<file path="src/rtl/arb_req_manager.sv">
// Requester-side companion to a fixed-priority arbiter: per-port pending counters drive req_o,
// the one-hot grant is consumed and reported, grant legality and per-port starvation are checked.
module arb_req_manager #(
  parameter int unsigned NUM_PORTS    = 4,
  parameter int unsigned CNT_W        = 3,
  parameter int unsigned STARVE_LIMIT = 15,
  parameter int unsigned ID_W         = $clog2(NUM_PORTS)
) (
  input  logic                 clk,
  input  logic                 reset_n,
  input  logic [NUM_PORTS-1:0] push_i,
  output logic [NUM_PORTS-1:0] req_o,
  input  logic [NUM_PORTS-1:0] gnt_i,
  output logic                 srv_valid_o,
  output logic [ID_W-1:0]      srv_id_o,
  output logic [NUM_PORTS-1:0] full_o,
  output logic                 drop_o,
  output logic                 err_o,
  output logic [NUM_PORTS-1:0] starve_o,
  input  logic                 clr_err_i
);

  localparam logic [CNT_W-1:0] CntMax    = {CNT_W{1'b1}};
  localparam logic [CNT_W-1:0] CntOne    = CNT_W'(1);
  localparam logic [7:0]       WaitLimit = 8'(STARVE_LIMIT);
  localparam logic [NUM_PORTS-1:0] GntOne = NUM_PORTS'(1);

  logic [CNT_W-1:0]     cnt_q  [NUM_PORTS];
  logic [CNT_W-1:0]     cnt_d  [NUM_PORTS];
  logic [7:0]           wait_q [NUM_PORTS];
  logic [7:0]           wait_d [NUM_PORTS];
  logic [NUM_PORTS-1:0] starve_q, starve_d;
  logic [NUM_PORTS-1:0] acc;
  logic                 err_q, err_d;
  logic                 drop_q, drop_d;
  logic                 srv_valid_q, srv_valid_d;
  logic [ID_W-1:0]      srv_id_q, srv_id_d;
  logic                 gnt_any, gnt_onehot, gnt_legal, gnt_illegal;

  always_comb begin
    for (int unsigned i = 0; i < NUM_PORTS; i++) begin
      req_o[i]  = (cnt_q[i] != '0);
      full_o[i] = (cnt_q[i] == CntMax);
    end
  end

  // A grant is accepted only if it is one-hot and lands on a port that is requesting.
  always_comb begin
    gnt_any     = |gnt_i;
    gnt_onehot  = gnt_any && ((gnt_i & (gnt_i - GntOne)) == '0);
    gnt_legal   = gnt_onehot && ((gnt_i & ~req_o) == '0);
    gnt_illegal = gnt_any && !gnt_legal;
    acc         = gnt_legal ? gnt_i : '0;
  end

  always_comb begin
    srv_valid_d = gnt_legal;
    srv_id_d    = srv_id_q;
    drop_d      = 1'b0;
    err_d       = (err_q & ~clr_err_i) | gnt_illegal;
    starve_d    = clr_err_i ? '0 : starve_q;
    for (int unsigned i = 0; i < NUM_PORTS; i++) begin
      cnt_d[i]  = cnt_q[i];
      wait_d[i] = wait_q[i];
      if (push_i[i] && !acc[i]) begin
        if (full_o[i]) drop_d = 1'b1;
        else           cnt_d[i] = cnt_q[i] + CntOne;
      end else if (!push_i[i] && acc[i]) begin
        cnt_d[i] = cnt_q[i] - CntOne;
      end
      if (!req_o[i] || acc[i]) begin
        wait_d[i] = '0;
      end else if (wait_q[i] != WaitLimit) begin
        wait_d[i] = wait_q[i] + 8'd1;
      end
      // Set takes priority over a simultaneous clear.
      if (wait_q[i] == WaitLimit) starve_d[i] = 1'b1;
      if (acc[i]) srv_id_d = ID_W'(i);
    end
  end

  always_ff @(posedge clk or negedge reset_n) begin
    if (!reset_n) begin
      for (int unsigned i = 0; i < NUM_PORTS; i++) begin
        cnt_q[i]  <= '0;
        wait_q[i] <= '0;
      end
      starve_q    <= '0;
      err_q       <= 1'b0;
      drop_q      <= 1'b0;
      srv_valid_q <= 1'b0;
      srv_id_q    <= '0;
    end else begin
      for (int unsigned i = 0; i < NUM_PORTS; i++) begin
        cnt_q[i]  <= cnt_d[i];
        wait_q[i] <= wait_d[i];
      end
      starve_q    <= starve_d;
      err_q       <= err_d;
      drop_q      <= drop_d;
      srv_valid_q <= srv_valid_d;
      srv_id_q    <= srv_id_d;
    end
  end

  assign srv_valid_o = srv_valid_q;
  assign srv_id_o    = srv_id_q;
  assign drop_o      = drop_q;
  assign err_o       = err_q;
  assign starve_o    = starve_q;

endmodule

</file>
<file path="config.mk">
export PLATFORM = sky130hd
export DESIGN_NAME = arb_req_manager
export DESIGN_NICKNAME = d
export VERILOG_FILES = /design/src/rtl/arb_req_manager.sv
export SDC_FILE = /design/constraint.sdc
export NUM_CORES = 1
export LEC_CHECK = 0
export BUFFER_PORTS_ARGS = -buffer_cell sky130_fd_sc_hd__buf_4
export CAP_MARGIN = 20
export CELL_PAD_IN_SITES_DETAIL_PLACEMENT = 0
export CELL_PAD_IN_SITES_GLOBAL_PLACEMENT = 1
export CORE_ASPECT_RATIO = 0.8
export CORE_MARGIN = 2
export CORE_UTILIZATION = 47
export CTS_CLUSTER_DIAMETER = 120
export CTS_CLUSTER_SIZE = 14
export DETAILED_ROUTE_END_ITERATION = 12
export PLACE_DENSITY = 0.92
export SYNTH_ARGS = -nofsm -noshare
export SYNTH_HDL_FRONTEND = slang
export SYNTH_SLANG_ARGS = --single-unit
export TNS_END_PERCENT = 50
</file>
<file path="constraint.sdc">
create_clock -name clk -period 3.3 [get_ports clk]
set_input_delay 0.165 -clock clk [delete_from_list [all_inputs] [get_ports clk]]
set_output_delay 0.165 -clock clk [all_outputs]
set_load 0.02 [all_outputs]
</file>
==> impl_metrics.xml <==
<?xml version="1.0" encoding="UTF-8"?>
<metrics>
  <group name="power">
    <metric name="power.share.switching" unit="">0.417</metric>
    <metric name="fin_total_pwr" unit="µW">2600</metric>
    <metric name="power_density_cells" unit="nW/µm²">767</metric>
    <metric name="share_seq_of_total_power" unit="">0.448</metric>
    <metric name="combinational_group_share_of_total_power" unit="">0.410</metric>
    <metric name="vdd_ir_drop_max" unit="V">0.000425</metric>
    <metric name="net-switching-power" unit="µW">1090</metric>
    <metric name="static-leakage-power" unit="µW">0.00152</metric>
    <metric name="share_clk_of_total_power" unit="">0.142</metric>
    <metric name="internal-power" unit="µW">1520</metric>
  </group>
  <group name="sta">
    <metric name="post-route-period-util" unit="">0.724</metric>
    <metric name="skew_final" unit="ps">12.3</metric>
    <metric name="hold_violations" unit="">0</metric>
    <metric name="max_clock_freq" unit="MHz">419</metric>
    <metric name="worst_slew_pin_slew" unit="ps">784</metric>
    <metric name="finalCriticalPeriod" unit="ps">2390</metric>
    <metric name="rsz0062_at_grt" unit="">false</metric>
    <metric name="timing.setup.tns" unit="ps">0</metric>
    <metric name="holdWs" unit="ps">94.0</metric>
    <metric name="final-setup-viol-count" unit="">0</metric>
    <metric name="slew_viol_final" unit="">0</metric>
    <metric name="relSlewSlack" unit="">0.470</metric>
  </group>
  <group name="detailed_routing">
    <metric name="route.detailed.drc" unit="">0</metric>
    <metric name="wire_per_inst" unit="µm">14.8</metric>
    <metric name="via_per_inst" unit="">5.95</metric>
    <metric name="routed-via-count" unit="">2552</metric>
    <metric name="initialDrtViolationCount" unit="">137</metric>
    <metric name="antenna_violating_nets_post_route" unit="">0</metric>
    <metric name="drt_wl_total" unit="µm">6330</metric>
    <metric name="pre_repair_dr_iteration_count" unit="">6</metric>
  </group>
  <group name="synthesis">
    <metric name="yosys_warnings" unit="">0</metric>
    <metric name="post-synth-top-count-cell" unit="">dfrtp_1</metric>
    <metric name="postSynthAreaPerCell" unit="µm²">9.32</metric>
    <metric name="netlist.top_cell.by_area" unit="">dfrtp_1</metric>
    <metric name="ys_ff_latch" unit="">53</metric>
    <metric name="asyncSetResetFlopFracSynth" unit="">1.00</metric>
    <metric name="synthesis.nets" unit="">351</metric>
    <metric name="synth_ff_type" unit="">dfrtp_1</metric>
    <metric name="synth.area.top_cells" unit="">dfrtp_1, o21ai_0, nor2_1</metric>
    <metric name="yosys.cell_types.count" unit="">53</metric>
    <metric name="ys_top_cells_by_count" unit="">dfrtp_1, nor2_1, o21ai_0, nand3_1</metric>
    <metric name="synth_area" unit="µm²">3090</metric>
    <metric name="syn_inst" unit="">332</metric>
    <metric name="post-synth-top-area-fraction" unit="">0.429</metric>
    <metric name="ys_seq_area_frac" unit="">0.429</metric>
    <metric name="number_of_enable_flip_flop_cells_after_synthesis" unit="">0</metric>
  </group>
  <group name="critical_path">
    <metric name="crit_required" unit="ps">3520</metric>
    <metric name="start_kind" unit="">flip-flop</metric>
    <metric name="crit_path_end_kind" unit="">flip-flop</metric>
    <metric name="critical_path.slowest_cell" unit="">or4_1</metric>
    <metric name="arrival" unit="ps">2610</metric>
    <metric name="critical_path.cell_chain" unit="">nor3_1 &gt; inv_1 &gt; nand2b_4 &gt; nand2_1 &gt; fa_1 &gt; or4_1 &gt; o221ai_1</metric>
    <metric name="maximum_cell_stage_delay_along_the_critical_path" unit="ps">490</metric>
    <metric name="timing.setup.critical_path_class" unit="">flip-flop to flip-flop</metric>
    <metric name="worst-r2r-setup-slack" unit="ps">910</metric>
    <metric name="max_fo_critical_path" unit="">6</metric>
  </group>
  <group name="final_layout">
    <metric name="finalInstanceArea" unit="µm²">3400</metric>
    <metric name="antenna_cells" unit="">0</metric>
    <metric name="layout.nets" unit="">363</metric>
    <metric name="synthToLayoutAreaGrowth" unit="%">9.79</metric>
    <metric name="drive_gt1_frac" unit="">0.110</metric>
  </group>
  <group name="clock_network">
    <metric name="clk_pin_slew_worst_paths" unit="ps">100</metric>
    <metric name="cts-root-buf" unit="">clkbuf_8</metric>
    <metric name="max_buffers_root_to_sink" unit="">2</metric>
    <metric name="sinks_on_the_clock_net" unit="">53</metric>
    <metric name="cts-buffers-inserted" unit="">5</metric>
    <metric name="clock_insertion_delay_worst_skew" unit="ps">310</metric>
    <metric name="tritoncts" unit="">built</metric>
    <metric name="cts_h_tree_depth" unit="">2</metric>
  </group>
  <group name="grt">
    <metric name="grt_max_degree" unit="">54</metric>
    <metric name="number_of_global_route_vias_before_repair" unit="">2347</metric>
    <metric name="grt_first_pass_wirelength" unit="µm">11300</metric>
    <metric name="grt_overflow" unit="">0</metric>
    <metric name="grt_antenna_before_repair" unit="">0</metric>
    <metric name="track_usage" unit="">0.196</metric>
  </group>
  <group name="floorplanning">
    <metric name="start_util" unit="">0.485</metric>
    <metric name="design.core.area" unit="µm²">6380</metric>
    <metric name="chip_width" unit="µm">94.7</metric>
    <metric name="row_count" unit="">26</metric>
    <metric name="die_y" unit="µm">76.6</metric>
    <metric name="die_area" unit="µm²">7250</metric>
    <metric name="ios" unit="">28</metric>
  </group>
  <group name="min_path">
    <metric name="min-delay-path-class" unit="">primary input to flip-flop</metric>
  </group>
  <group name="placement">
    <metric name="numPortBuffers" unit="">27</metric>
    <metric name="place.detailed.hpwl" unit="µm">4480</metric>
    <metric name="place_area" unit="µm²">3300</metric>
    <metric name="gp_routability_congestion" unit="">0.774</metric>
  </group>
  <group name="job">
    <metric name="drv_cap" unit="">0</metric>
  </group>
  <group name="status">
    <metric name="status" unit="">finished, final reports clean</metric>
  </group>
</metrics>
layer usage:
layer | track usage | vias to the layer above | share of wire
met5 | 0 | - | 0
met4 | 0.0478 | 0 | 0.0092
met3 | 0.0297 | 5 | 0.051
met2 | 0.277 | 59 | 0.43
met1 | 0.313 | 1239 | 0.51
li1 | - | 1249 | -
logic make-up after synthesis:
logic type,after synthesis,synth area share
multiplexers,9,0.0291
AND/OR/NAND/NOR,116,0.201
XOR/XNOR,18,0.0509
AO/OA/AOI/OAI,87,0.194
flip-flops,53,0.429
adder cells (fa/ha/maj),8,0.0421
buffers and inverters,41,0.0546
layout by cell type, fill, tap and decap left out, types with 4 or more instances in the layout:
cell and n:
ha_1 4, buf_4 27, fa_1 4, dfrtp_1 53, o31ai_1 4, a31oi_1 6
nand3_1 19, xnor2_1 6, a21oi_1 9, inv_1 18, mux2i_1 9, nor3_1 18
o211ai_1 7, clkbuf_8 5, a32oi_1 5, and3_1 8, xor2_1 12, or4b_1 4
o21ai_0 24, nand2_1 12, o221ai_1 4, nor2_1 31
sequential cells by signal, indices dropped and copies added (netlist names):
signal	cells
srv_valid_o	1
srv_id_o	2
starve_o	4
wait_q	32
cnt_q	12
drop_o	1
err_o	1
cell type report:
cell class                      instances  area (µm²)
Tap cell                               84         105
Inverter                               18        67.6
Clock inverter                          2        13.8
Multi-Input combinational cell        238        1600
Clock buffer                            6        72.6
Sequential cell                        53        1330
Fill cell                             601        2980
Timing Repair Buffer                   28         213
what timing repair did:
action | in CTS | in global routing
setup buffers | 0 | 0
endpoints found under the hold margin | 53 | 0
hold buffers | 1 | 0
setup endpoints to repair | 0 | 0
resized for setup | 0 | 0
critical path, delay by kind of cell (launching register included):
kind                       cells  cell delay, ps
adders and majority gates      1             440
buffers and inverters          1             210
DFF                            1             450
AOI/OAI and AO/OA              1              80
and+or+nand+nor                4            1120
power groups by stage:
stage / clock, µW / combinational (µW) / sequential (µW)
after global routing: 405 / 1220 / 1220
after global placement: 0 / 1030 / 1160
after floorplan: 0 / 867 / 1060
final: 369 / 1070 / 1170
after detailed placement: 0 / 1070 / 1170
after CTS: 382 / 1080 / 1160
through the flow:
stage / utilization / cells / worst slack, ps
after floorplan: - / 332 / 1010
after global placement: 0.518 / 420 / 896
after detailed placement: 0.518 / 420 / 783
after CTS: 0.533 / 429 / 893
after global routing: 0.533 / 429 / 763
final: 0.533 / 429 / 911
final timing paths:
kind	start	end	cells after the start
setup / recovery	cnt_q[3]	cnt_q[5]	7
hold / removal	clr_err_i	starve_o[2]	2
setup reg to reg	cnt_q[3]	cnt_q[5]	7
hold reg to reg	wait_q[18]	wait_q[18]	1
max in group asynchronous	reset_n	cnt_q[10]	2
min in group asynchronous	reset_n	wait_q[5]	2
Power figures use the tool's default switching activity.
